--- src/rtl/seg7_pkg.sv ---
// Shared 7-segment pattern table and segment bit positions.
// Used by both the display driver and the scan decoder.
package seg7_pkg;

  localparam int SEG_A = 6;
  localparam int SEG_B = 5;
  localparam int SEG_C = 4;
  localparam int SEG_D = 3;
  localparam int SEG_E = 2;
  localparam int SEG_F = 1;
  localparam int SEG_G = 0;

  localparam logic [6:0] SEG_0 = 7'b1111110;
  localparam logic [6:0] SEG_1 = 7'b0110000;
  localparam logic [6:0] SEG_2 = 7'b1101101;
  localparam logic [6:0] SEG_3 = 7'b1111001;
  localparam logic [6:0] SEG_4 = 7'b0110011;
  localparam logic [6:0] SEG_5 = 7'b1011011;
  localparam logic [6:0] SEG_6 = 7'b1011111;
  localparam logic [6:0] SEG_7 = 7'b1110000;
  localparam logic [6:0] SEG_8 = 7'b1111111;
  localparam logic [6:0] SEG_9 = 7'b1111011;
  localparam logic [6:0] SEG_A_HEX = 7'b1110111;
  localparam logic [6:0] SEG_B_HEX = 7'b0011111;
  localparam logic [6:0] SEG_C_HEX = 7'b1001110;
  localparam logic [6:0] SEG_D_HEX = 7'b0111101;
  localparam logic [6:0] SEG_E_HEX = 7'b1001111;
  localparam logic [6:0] SEG_F_HEX = 7'b1000111;
  localparam logic [6:0] SEG_BLANK = 7'b0000000;

endpackage

--- src/rtl/seg7_pattern_decode.sv ---
// Combinational segment pattern to hex value decoder.
// Flags recognised patterns (hit) and the all-off pattern (blank).
module seg7_pattern_decode
  import seg7_pkg::*;
(
  input  logic [6:0] seg,
  output logic       hit,
  output logic       blank,
  output logic [3:0] value
);

  // Table lookup; anything unlisted is neither hit nor blank.
  always_comb begin
    hit   = 1'b1;
    blank = 1'b0;
    value = 4'h0;
    case (seg)
      SEG_0:     value = 4'h0;
      SEG_1:     value = 4'h1;
      SEG_2:     value = 4'h2;
      SEG_3:     value = 4'h3;
      SEG_4:     value = 4'h4;
      SEG_5:     value = 4'h5;
      SEG_6:     value = 4'h6;
      SEG_7:     value = 4'h7;
      SEG_8:     value = 4'h8;
      SEG_9:     value = 4'h9;
      SEG_A_HEX: value = 4'hA;
      SEG_B_HEX: value = 4'hB;
      SEG_C_HEX: value = 4'hC;
      SEG_D_HEX: value = 4'hD;
      SEG_E_HEX: value = 4'hE;
      SEG_F_HEX: value = 4'hF;
      SEG_BLANK: begin
        hit   = 1'b0;
        blank = 1'b1;
      end
      default:   hit = 1'b0;
    endcase
  end

endmodule

--- src/rtl/seg7_scan_decoder.sv ---
// Recovers hex digits from a multiplexed 7-segment scan.
// A {an,seg} pair must be stable STABLE_CYCLES samples to commit.
module seg7_scan_decoder
  import seg7_pkg::*;
#(
  parameter int DIGITS        = 4,
  parameter int STABLE_CYCLES = 4
) (
  input  logic                  clk,
  input  logic                  rst,
  input  logic [6:0]            seg,
  input  logic [DIGITS-1:0]     an,
  output logic [4*DIGITS-1:0]   digits,
  output logic [DIGITS-1:0]     valid,
  output logic [DIGITS-1:0]     err,
  output logic                  upd,
  output logic [2:0]            upd_idx
);

  localparam int CW = $clog2(STABLE_CYCLES + 1);

  logic [DIGITS-1:0] an_q;
  logic [6:0]        seg_q;
  logic [CW-1:0]     cnt;
  logic              onehot;
  logic              same;
  logic              commit;
  logic [2:0]        idx;
  logic              hit;
  logic              blank;
  logic [3:0]        value;

  seg7_pattern_decode u_dec (
    .seg   (seg),
    .hit   (hit),
    .blank (blank),
    .value (value)
  );

  assign onehot = $onehot(an);
  assign same   = (an == an_q) && (seg == seg_q);
  // Fires only on the edge the count reaches STABLE_CYCLES.
  assign commit = onehot && same &&
                  (cnt == CW'(STABLE_CYCLES - 1));

  // One-hot digit select to binary index.
  always_comb begin
    idx = 3'd0;
    for (int i = 0; i < DIGITS; i++) begin
      if (an[i]) idx = 3'(i);
    end
  end

  // Sample register and saturating stability counter.
  always_ff @(posedge clk) begin
    if (rst) begin
      an_q  <= '0;
      seg_q <= '0;
      cnt   <= '0;
    end else begin
      an_q  <= an;
      seg_q <= seg;
      if (!onehot) begin
        cnt <= '0;
      end else if (!same) begin
        cnt <= CW'(1);
      end else if (cnt != CW'(STABLE_CYCLES)) begin
        cnt <= cnt + CW'(1);
      end
    end
  end

  // Per-digit result registers and commit strobe.
  always_ff @(posedge clk) begin
    if (rst) begin
      digits  <= '0;
      valid   <= '0;
      err     <= '0;
      upd     <= 1'b0;
      upd_idx <= 3'd0;
    end else begin
      upd <= commit;
      if (commit) upd_idx <= idx;
      for (int i = 0; i < DIGITS; i++) begin
        if (commit && an[i]) begin
          if (hit) begin
            digits[4*i +: 4] <= value;
            valid[i]         <= 1'b1;
            err[i]           <= 1'b0;
          end else begin
            valid[i] <= 1'b0;
            err[i]   <= !blank;
          end
        end
      end
    end
  end

endmodule
--- config.mk ---
export PLATFORM = sky130hd
export DESIGN_NAME = seg7_scan_decoder
export DESIGN_NICKNAME = d
export VERILOG_FILES = /design/src/rtl/seg7_pkg.sv /design/src/rtl/seg7_pattern_decode.sv /design/src/rtl/seg7_scan_decoder.sv
export SDC_FILE = /design/constraint.sdc
export NUM_CORES = 1
export LEC_CHECK = 0
export ABC_AREA = 1
export BUFFER_PORTS_ARGS = -buffer_cell sky130_fd_sc_hd__clkbuf_2
export CAP_MARGIN = 5
export CORE_AREA = 2 2 103 105
export CTS_BUF_LIST = sky130_fd_sc_hd__clkbuf_8
export DETAILED_ROUTE_END_ITERATION = 7
export DIE_AREA = 0 0 105 107
export HOLD_SLACK_MARGIN = 0.05
export PLACE_DENSITY = 0.38
export SLEW_MARGIN = 25
export SYNTH_ARGS = -nofsm -noshare
export SYNTH_HDL_FRONTEND = slang
export SYNTH_HIERARCHICAL = 1
export SYNTH_SLANG_ARGS = --single-unit
export TNS_END_PERCENT = 5
--- constraint.sdc ---
create_clock -name clk -period 3.1 [get_ports clk]
set_input_delay 0.31 -clock clk [delete_from_list [all_inputs] [get_ports clk]]
set_output_delay 0.31 -clock clk [all_outputs]
set_load 0.005 [all_outputs]
==> results.py <==
metrics = {
    "run_status": {
        "status": "complete, no violations",
    },
    "timing": {
        "finalMaxSlewViolations": 0,
        "fin_crit_ns": 2.54,
        "min_period_over_period_pct": 81.9,
        "clock_skew_ns": 0.00932,
        "worst_pin_slew_ns": 0.630,
        "rsz0062_at_grt": "false",
        "hold_viol": 0,
        "tns_ns": 0,
        "setup_violations": 0,
        "fmax_mhz": 394,
        "postLayoutSetupSlackWorst_ns": 0.562,
        "max_slew_margin_pct": 57.9,
    },
    "floorplan": {
        "start_util_pct": 22.4,
        "dieHeight_um": 107,
        "core_area_mm2": 0.0101,
        "die_w_um": 105,
        "boundaryPins": 41,
        "rows": 37,
        "dieArea_mm2": 0.0112,
    },
    "pwr": {
        "power.switching_fraction_pct": 24.2,
        "pwr-share-comb_pct": 9.5,
        "leakage_nw": 1.41,
        "intPower_w": 0.000888,
        "p_clk_share_pct": 44.5,
        "power_density_mw_per_mm2": 433,
        "max-vdd-ir-drop_uv": 160,
        "power.switching_w": 0.000284,
        "p_seq_share_pct": 46.1,
    },
    "finish": {
        "final_area_mm2": 0.00271,
        "final_cell_mix": "nand2_1, nor2_1, inv_1",
        "fin_util_pct": 26.8,
        "layout_commonest_cell": "nand2_1",
        "drive_gt1_share_pct": 18.0,
        "area_growth_pct": 19.9,
        "antennaDiodeCount": 0,
        "fin_nets": 406,
    },
    "logic_synthesis": {
        "avgSynthCellArea_um2": 6.49,
        "synth_warnings": 6,
        "syn_nets": 367,
        "synth_area_mm2": 0.00226,
        "synth_top_area_share_pct": 36.3,
        "yosys-top-cells-area": "dfxtp_1, nand2_1, nor2_1, inv_1, ha_1",
        "synth_cell_types": 31,
        "ys_seq_elements": 41,
        "synth-seq-area-share_pct": 36.3,
        "synthCells": 348,
        "synth_area_leader_cell": "dfxtp_1",
    },
    "placement": {
        "pre_cts_slack_ns": 0.228,
        "placed_cell_area_mm2": 0.00257,
        "dp_hpwl_um": 4320,
        "portBuffers": 39,
        "gp_congestion": 0.826,
    },
    "global_routing": {
        "grt_pass1_wl_um": 9190,
        "track_usage_pct": 10.3,
        "grt_pass1_vias": 1861,
        "antenna_found_initial": 0,
        "gr-total-overflow": 0,
        "grt_max_degree": 21,
    },
    "worst_setup_path": {
        "cpLargestDelayFamily": "simple AND/OR/NAND/NOR gates",
        "cp.required_ns": 3.30,
        "cp_common_cell": "inv_1",
        "critPathLaunchType": "input pin",
        "cp_slowest_cell": "fa_1",
        "worst-path-buf-inv": 4,
        "crit_fanout": 9,
        "cp-end-kind": "flop",
        "max_stage_delay_ns": 0.54,
        "cp.arrival_ns": 2.74,
        "crit_path_cell_trace": "clkbuf_2 > inv_1 > fa_1 > inv_1 > ha_1 > ha_1 > nor3_2 > inv_1 > nor2_4 > nand4_2 > nor2_1 > nor2_1",
        "critical_path_class": "in2reg",
    },
    "drt": {
        "drc": 0,
        "viasPerCell": 3.94,
        "drtIter0Drc": 69,
        "wirelength_um": 5580,
        "via_count": 2063,
        "wire_per_inst_um": 10.7,
        "drtPass1Iterations": 4,
        "ant_nets": 0,
    },
    "clock_network": {
        "cts_max_path_buffers": 2,
        "numCtsBuffers": 5,
        "cts_hold_buf": 0,
        "cts_setup_buffers": 0,
        "clk_latency_ns": 0.30,
        "cts_sinks": 41,
        "cts_tree": "yes",
        "cts-root-buf": "clkbuf_8",
        "post_cts_resized": 0,
        "cts.clk_slew.worst_paths_ns": 0.09,
        "htree_levels": 2,
    },
    "job": {
        "max-cap-violations": 0,
    },
    "worst_hold_path": {
        "hold_class": "in2reg",
    },
}
==> final cells by class <==
type | count | area [um2]
multi-input combinational | 237 | 1150
timing repair buffer | 39 | 195
clock buffer | 5 | 68.8
tap | 136 | 170
inverter | 63 | 236
sequential | 41 | 821
clock inverter | 3 | 65.1
fill | 1188 | 7380
==> cells by family (layout without fill, tap and decap cells) <==
logic type	after synthesis	count (layout)	share of synthesized area [%]
other	1	1	0.166
buffers and inverters	70	110	12.7
adder cells (fa/ha/maj)	6	6	3.65
AO/OA/AOI/OAI	22	22	5.26
flip-flops	41	41	36.3
XOR/XNOR	6	6	2.33
AND/OR/NAND/NOR	202	202	39.6
==> per-stage QoR <==
step / power [W] / hold slack (ns) / instances
2_1_floorplan: 0.000627 / 0.417 / 348
3_3_place_gp: 0.000663 / 0.453 / 516
3_5_place_dp: 0.000664 / 0.457 / 516
4_1_cts: 0.00119 / 0.276 / 524
5_1_grt: 0.00123 / 0.285 / 524
6_report: 0.00117 / 0.282 / 524
==> sequential cells by signal, indices dropped and copies added (netlist names) <==
name     count
digits      16
cnt          3
err          4
valid        4
an_q         4
upd          1
upd_idx      2
seg_q        7
==> worst reg2reg max path: stages (launching register included) <==
cell	delay, ns
dfxtp_1	0.38
ha_1	0.16
ha_1	0.18
inv_1	0.09
nor2_4	0.29
nand4_2	0.30
nor2_1	0.21
nor2_1	0.06
==> path summary, 6_finish.rpt <==
| path | from | end | slack [ns] | depth (start not counted) |
|---|---|---|---|---|
| max reg2reg | cnt[0] | digits[13] | 1.35 | 7 |
| max | an[0] | digits[13] | 0.56 | 12 |
| min reg2reg | upd_idx[1] | upd_idx[1] | 0.47 | 2 |
| min | seg[3] | seg_q[3] | 0.28 | 3 |
==> cell usage after synthesis <==
cell type,count
clkbuf_1,2
nor2_4,2
xor2_1,6
buf_4,1
dfxtp_1,41
a21oi_1,10
o21ai_0,9
nor2_2,3
nand3_2,3
nand4_4,2
nand3_1,12
nor3_1,2
buf_6,1
nor2_1,83
nand2_1,86
fa_1,1
nor4_1,1
o211ai_1,1
clkbuf_2,1
nand4_1,2
buf_1,1
conb_1,1
nand4_2,2
buf_8,1
o31ai_1,1
inv_1,57
o21ai_2,1
nand2_2,2
inv_2,6
ha_1,5
nor3_2,2
==> power by group through the flow <==
stage / Clock (W) / Sequential [W] / Combinational [W]
detailed placement: 0 / 0.000552 / 0.000112
floorplan: 0 / 0.000551 / 0.0000757
finish: 0.000521 / 0.000540 / 0.000111
global placement: 0 / 0.000552 / 0.000111
CTS: 0.000539 / 0.000540 / 0.000112
global route: 0.000560 / 0.000541 / 0.000129
==> metal layers <==
metal	vias to the layer above	GRT usage, %	part of all wire, %
met3	6	2.13	4.1
met4	0	3.43	1.4
met5	-	0	0
met1	892	14.5	53
li1	1120	-	-
met2	45	15.5	42
(Power assumes the default switching activity.)
